<file path="src/rtl/meas_delay_stim_pkg.sv">
// Shared types and helpers for the meas_delay_stim edge-pair generator.
package meas_delay_stim_pkg;

  localparam int EXT_W = 33;
  typedef logic [EXT_W-1:0] ext_t;

  typedef logic [1:0] state_t;
  localparam state_t ST_IDLE = 2'd0;
  localparam state_t ST_RUN  = 2'd1;
  localparam state_t ST_FIN  = 2'd2;

  // Clamp the period so the out2 pulse of one pair ends before the next out1 edge.
  function automatic ext_t eff_period(input ext_t delay, input ext_t period, input ext_t pw);
    ext_t need;
    need = delay + pw + ext_t'(1);
    return (period > need) ? period : need;
  endfunction

  function automatic logic idle_lvl(input logic dir);
    return ~dir;
  endfunction

endpackage

</file>
<file path="src/rtl/meas_delay_stim_phase.sv">
// Window decode of the phase counter: raw (polarity-free) active flags for out1/out2.
module meas_delay_stim_phase #(
  parameter int CW      = 16,
  parameter int PULSE_W = 2
) (
  input  logic [CW:0]   cnt,
  input  logic [CW-1:0] delay_cyc,
  output logic          act1,
  output logic          act2
);

  localparam logic [CW:0] PW = (CW+1)'(PULSE_W);

  logic [CW:0] d_ext;
  logic [CW:0] d_end;

  // CW+1 bits so delay + PULSE_W never wraps.
  assign d_ext = {1'b0, delay_cyc};
  assign d_end = d_ext + PW;

  assign act1 = (cnt < PW);
  assign act2 = (cnt >= d_ext) && (cnt < d_end);

endmodule

</file>
<file path="src/rtl/meas_delay_stim.sv">
// Launch/capture edge-pair burst generator driving a downstream delay meter.
// state | meaning
// IDLE  | ready, waiting for start
// RUN   | emitting edge pairs, cnt is the phase within the current period
// FIN   | one-cycle done pulse, outputs inactive
module meas_delay_stim
  import meas_delay_stim_pkg::*;
#(
  parameter logic out1_dir = 1'b1,
  parameter logic out2_dir = 1'b1,
  parameter int   CW       = 16,
  parameter int   NW       = 8,
  parameter int   PULSE_W  = 2
) (
  input  logic          clk,
  input  logic          rst,
  input  logic          start,
  output logic          ready,
  input  logic [CW-1:0] delay_cyc,
  input  logic [CW-1:0] period_cyc,
  input  logic [NW-1:0] count,
  output logic          out1,
  output logic          out2,
  output logic          busy,
  output logic          done,
  output logic [NW-1:0] pair_idx
);

  localparam logic [CW:0] ONE_C = (CW+1)'(1);

  state_t        state_q, state_nxt;
  logic [CW:0]   cnt_q, cnt_nxt, eff_q;
  logic [CW-1:0] delay_q, delay_sel;
  logic [NW-1:0] count_q, pair_q, pair_nxt;
  logic          ready_q, busy_q, done_q, out1_q, out2_q;
  logic          accept, act1, act2, run_nxt;
  ext_t          eff_full;
  logic          unused_eff_hi;

  assign accept    = start && ready_q;
  assign eff_full  = eff_period(ext_t'(delay_cyc), ext_t'(period_cyc), ext_t'(PULSE_W));
  assign unused_eff_hi = ^eff_full[EXT_W-1:CW+1];
  // Outputs are registered from the next phase, so the accept cycle must decode the raw input.
  assign delay_sel = accept ? delay_cyc : delay_q;

  always_comb begin
    state_nxt = state_q;
    cnt_nxt   = cnt_q;
    pair_nxt  = pair_q;
    case (state_q)
      ST_IDLE: begin
        if (accept) begin
          cnt_nxt   = '0;
          pair_nxt  = '0;
          state_nxt = (count == '0) ? ST_FIN : ST_RUN;
        end
      end
      ST_RUN: begin
        if (cnt_q == eff_q - ONE_C) begin
          cnt_nxt = '0;
          if (pair_q == count_q - NW'(1)) state_nxt = ST_FIN;
          else pair_nxt = pair_q + NW'(1);
        end else begin
          cnt_nxt = cnt_q + ONE_C;
        end
      end
      ST_FIN:  state_nxt = ST_IDLE;
      default: state_nxt = ST_IDLE;
    endcase
  end

  meas_delay_stim_phase #(.CW(CW), .PULSE_W(PULSE_W)) u_phase (
    .cnt       (cnt_nxt),
    .delay_cyc (delay_sel),
    .act1      (act1),
    .act2      (act2)
  );

  assign run_nxt = (state_nxt == ST_RUN);

  always_ff @(posedge clk) begin
    if (rst) begin
      state_q <= ST_IDLE;
      cnt_q   <= '0;
      eff_q   <= '0;
      delay_q <= '0;
      count_q <= '0;
      pair_q  <= '0;
      ready_q <= 1'b1;
      busy_q  <= 1'b0;
      done_q  <= 1'b0;
      out1_q  <= idle_lvl(out1_dir);
      out2_q  <= idle_lvl(out2_dir);
    end else begin
      state_q <= state_nxt;
      cnt_q   <= cnt_nxt;
      pair_q  <= pair_nxt;
      if (accept) begin
        delay_q <= delay_cyc;
        count_q <= count;
        eff_q   <= eff_full[CW:0];
      end
      ready_q <= (state_nxt == ST_IDLE);
      busy_q  <= (state_nxt != ST_IDLE);
      done_q  <= (state_nxt == ST_FIN);
      out1_q  <= (run_nxt && act1) ? out1_dir : idle_lvl(out1_dir);
      out2_q  <= (run_nxt && act2) ? out2_dir : idle_lvl(out2_dir);
    end
  end

  assign ready    = ready_q;
  assign busy     = busy_q;
  assign done     = done_q;
  assign out1     = out1_q;
  assign out2     = out2_q;
  assign pair_idx = pair_q;

endmodule

</file>
<file path="config.mk">
export PLATFORM = sky130hd
export DESIGN_NAME = meas_delay_stim
export DESIGN_NICKNAME = d
export VERILOG_FILES = /design/src/rtl/meas_delay_stim_pkg.sv /design/src/rtl/meas_delay_stim_phase.sv /design/src/rtl/meas_delay_stim.sv
export SDC_FILE = /design/constraint.sdc
export NUM_CORES = 1
export LEC_CHECK = 0
export BUFFER_PORTS_ARGS = -buffer_cell sky130_fd_sc_hd__buf_4
export CAP_MARGIN = 10
export CORE_MARGIN = 2
export CORE_UTILIZATION = 60
export CTS_BUF_LIST = sky130_fd_sc_hd__clkbuf_2 sky130_fd_sc_hd__clkbuf_4 sky130_fd_sc_hd__clkbuf_8
export CTS_CLUSTER_SIZE = 8
export DETAILED_ROUTE_END_ITERATION = 6
export GPL_TIMING_DRIVEN = 0
export PLACE_DENSITY = 0.81
export SLEW_MARGIN = 20
export SYNTH_ARGS = -nofsm -noshare
export SYNTH_HDL_FRONTEND = slang
export SYNTH_HIERARCHICAL = 1
export SYNTH_SLANG_ARGS = --single-unit
export TNS_END_PERCENT = 50
</file>
<file path="constraint.sdc">
create_clock -name clk -period 6 [get_ports clk]
set_clock_uncertainty 0.15 [all_clocks]
set_input_delay 0.6 -clock clk [delete_from_list [all_inputs] [get_ports clk]]
set_output_delay 0.6 -clock clk [all_outputs]
set_load 0.01 [all_outputs]
</file>
==> flow_metrics.env <==
export IMPL_outcome="finished clean"
export IMPL_first_iter_violations=316
export IMPL_drc=0
export IMPL_leakage_uw=0.00266
export IMPL_worst_setup_path_start_kind="flip-flop"
export IMPL_die_w_microns=102
export IMPL_cts_clk_slew_worst_paths_ns=0.09
export IMPL_min_period_over_period_pct=91.6
export IMPL_ys_seq_area_share_pct=25.2
export IMPL_worstMarginPinSlew_ns=0.678
export IMPL_drive_above_1_share_pct=13.5
export IMPL_fmax_mhz=182
export IMPL_netlist_instances=753
export IMPL_grt_max_degree=16
export IMPL_antenna_found_initial=0
export IMPL_syn_cell_area_sq_um=5810
export IMPL_core_area_sq_um=9330
export IMPL_syn_num_nets=850
export IMPL_die_h_microns=102
export IMPL_place_gp_congestion=0.906
export IMPL_grt_total_usage_pct=31.5
export IMPL_rrSetupSlack_ns=0.51
export IMPL_syn_avg_cell_area_sq_um=7.72
export IMPL_hold_viol=0
export IMPL_cp_cell_sequence="inv_1 > ha_1 > nor3b_1 > nand4_1 > o21a_1 > o22ai_1 > nor4_4 > nor3b_2 > buf_2 > buf_4 > a21oi_1 > a31oi_1 > ha_1 > a21oi_1 > o21ai_0 > a2111oi_0 > a31oi_1 > and2_1"
export IMPL_drv_cap=0
export IMPL_ctsHoldBuffers=0
export IMPL_drt_antenna_violating_nets=0
export IMPL_fin_setup_tns_ns=0
export IMPL_cp_required_ns=6.12
export IMPL_die_area_sq_um=10500
export IMPL_endpoint_kind="flip-flop"
export IMPL_ys_flop_type="dfxtp_1"
export IMPL_synth_top_area_cell="dfxtp_1"
export IMPL_totalWireLength_microns=16000
export IMPL_rsz0062_at_grt="false"
export IMPL_io_pins=56
export IMPL_floorplan_rows=35
export IMPL_grt_pass1_wl_microns=25800
export IMPL_cts_tree="done"
export IMPL_synthArstFlopShare_pct=0
export IMPL_yosys_area_top_type_share_pct=25.2
export IMPL_clk_latency_ns=0.37
export IMPL_grt_overflow=0
export IMPL_endpoint="out2"
export IMPL_drt_pre_antenna_iters=5
export IMPL_ir_worst_vdd_mv=0.163
export IMPL_port_buffers=55
export IMPL_ys_warn_count=6
export IMPL_critPathSlowestCell="nor3b_1"
export IMPL_cts_made_buffers=9
export IMPL_yosys_top_cells_area="dfxtp_1 25%, ha_1 12%, xnor2_1 6.9%"
export IMPL_synth_edf_count=0
export IMPL_crit_fanout=10
export IMPL_rr_endpoint="out2"
export IMPL_cp_arrival_ns=5.61
export IMPL_cpLargestDelayFamily="compound AO/OA/AOI/OAI gates"
export IMPL_start_util_pct=62.3
export IMPL_syn2layout_area_growth_pct=13.0
export IMPL_period_needed_ns=5.49
export IMPL_path_buf_inv=3
export IMPL_drv_slew=0
export IMPL_cp_depth=18
export IMPL_worstHoldPathType="flip-flop to flip-flop"
export IMPL_cts_buffer_depth=2
export IMPL_reg2regPathDepth=18
export IMPL_nets=916
export IMPL_crit_path_start="eff_q[0]"
export IMPL_relSlewSlack_pct=54.3
export IMPL_power_density_nw_per_um2=194
export IMPL_clkSinkCount=73
export IMPL_crit_type="flip-flop to flip-flop"
export IMPL_critPathMaxStageDelay_ns=0.59
export IMPL_finalSetupViolations=0
export IMPL_reg2reg_from="eff_q[0]"
export IMPL_viasPerCell=6.16
export IMPL_cts_root_buf="clkbuf_8"
export IMPL_n_antenna_cell=0
export IMPL_hpwl_microns=12800
export IMPL_wl_per_cell_microns=16.8
export IMPL_ys_ff_latch=73
export IMPL_htree_levels=3
export IMPL_post_cts_resized=0
export IMPL_timing_final_ws_setup_ns=0.505
export IMPL_post_cts_repair_setup_buffers=0
export IMPL_grt_pass1_vias=5555
export IMPL_routed_via_count=5872
export IMPL_synth_distinct_cells=65
export IMPL_dpl_worst_slack_ns=0.728
[report_power, final]
group          internal, uW  total [uW]  switching [uW]  leakage (uW)
clock                   157         372             215     0.0000848
sequential              507         532            24.4      0.000596
combinational           156         373             217       0.00198
total                   821        1280             456       0.00266
[cells in the final DEF (no fill, tap or decap), types with 9 or more instances in the layout]
cell / n
a21oi_1: 54
dfxtp_1: 73
clkbuf_8: 9
nor4_1: 12
xnor2_1: 46
nand2_1: 100
or3_1: 11
nor3_1: 15
nand3b_1: 13
clkbuf_1: 26
and3_1: 11
nor2b_1: 14
o21ai_0: 43
inv_1: 45
nand4_1: 11
buf_4: 56
nand2b_1: 13
ha_1: 54
mux2_2: 13
nand3_1: 25
nor2_1: 30
a311oi_1: 15
xor2_1: 15
a31oi_1: 20
[cell usage after synthesis (13+ instances only)]
cell type and n:
nor2b_1 14, nor2_1 30, mux2_2 13, ha_1 54, clkbuf_1 26, xnor2_1 46
a31oi_1 20, o21ai_0 43, nor3_1 15, a21oi_1 54, nand2_1 100, dfxtp_1 73
a311oi_1 15, nand2b_1 13, nand3b_1 13, inv_1 45, xor2_1 15, nand3_1 25
[worst min-delay path by stage]
stage | from | to | slack (ns) | depth (start not counted)
5_1_grt | count[4] | count_q[4] | 0.34 | 3
3_3_place_gp | delay_q[14] | delay_q[14] | 0.30 | 2
6_report | delay_q[12] | delay_q[12] | 0.32 | 2
2_1_floorplan | delay_q[10] | delay_q[10] | 0.29 | 2
3_5_place_dp | delay_q[8] | delay_q[8] | 0.31 | 2
4_1_cts | delay_q[8] | delay_q[8] | 0.32 | 2
[metrics by stage]
step / util, % / cells / power, uW / instance area, sq um / hold WS, ns
2_1_floorplan: - / 753 / 797 / 5810 / 0.294
3_3_place_gp: 68.5 / 937 / 894 / 6380 / 0.302
3_5_place_dp: 68.5 / 937 / 907 / 6380 / 0.310
4_1_cts: 70.4 / 953 / 1270 / 6570 / 0.322
5_1_grt: 70.4 / 953 / 1330 / 6570 / 0.337
6_report: 70.4 / 953 / 1280 / 6570 / 0.320
[per-layer routing]
layer / track usage, % / part of all wire (%) / vias up
met5: 0 / 0 / -
met4: 13.0 / 3.9 / 0
met3: 5.47 / 6.6 / 44
met2: 54.5 / 47 / 219
met1: 38.7 / 43 / 2756
li1: - / - / 2853
[cell families after synthesis]
logic type	synth area share, %
AND/OR/NAND/NOR	27.8
AO/OA/AOI/OAI	18.2
buffers and inverters	5.21
flip-flops	25.2
XOR/XNOR	9.19
adder cells (fa/ha/maj)	11.6
multiplexers	2.86
[flip-flops by register name, indices dropped and copies added, names as in the netlist]
register and flops:
ready 1, cnt_q 17, done 1, state_q 2, out1 1, delay_q 16
out2 1, pair_idx 8, eff_q 17, count_q 8, busy 1
[layout make-up]
cell class | instances | area (sq um)
buffer | 32 | 126
sequential | 73 | 1460
timing repair buffer | 55 | 413
tap | 129 | 161
clock buffer | 9 | 124
fill | 776 | 2760
clock inverter | 7 | 60.1
multi-input combinational | 601 | 4050
inverter | 47 | 176
[worst reg2reg max path, cell delays in order, from the launching register on]
cell	delay [ns]
dfxtp_1	0.38
inv_1	0.08
ha_1	0.28
nor3b_1	0.59
nand4_1	0.20
o21a_1	0.22
o22ai_1	0.31
nor4_4	0.09
nor3b_2	0.49
buf_2	0.33
buf_4	0.22
a21oi_1	0.09
a31oi_1	0.39
ha_1	0.34
a21oi_1	0.14
o21ai_0	0.14
a2111oi_0	0.58
a31oi_1	0.19
and2_1	0.17
No activity file was read; power rests on OpenSTA's default activity.
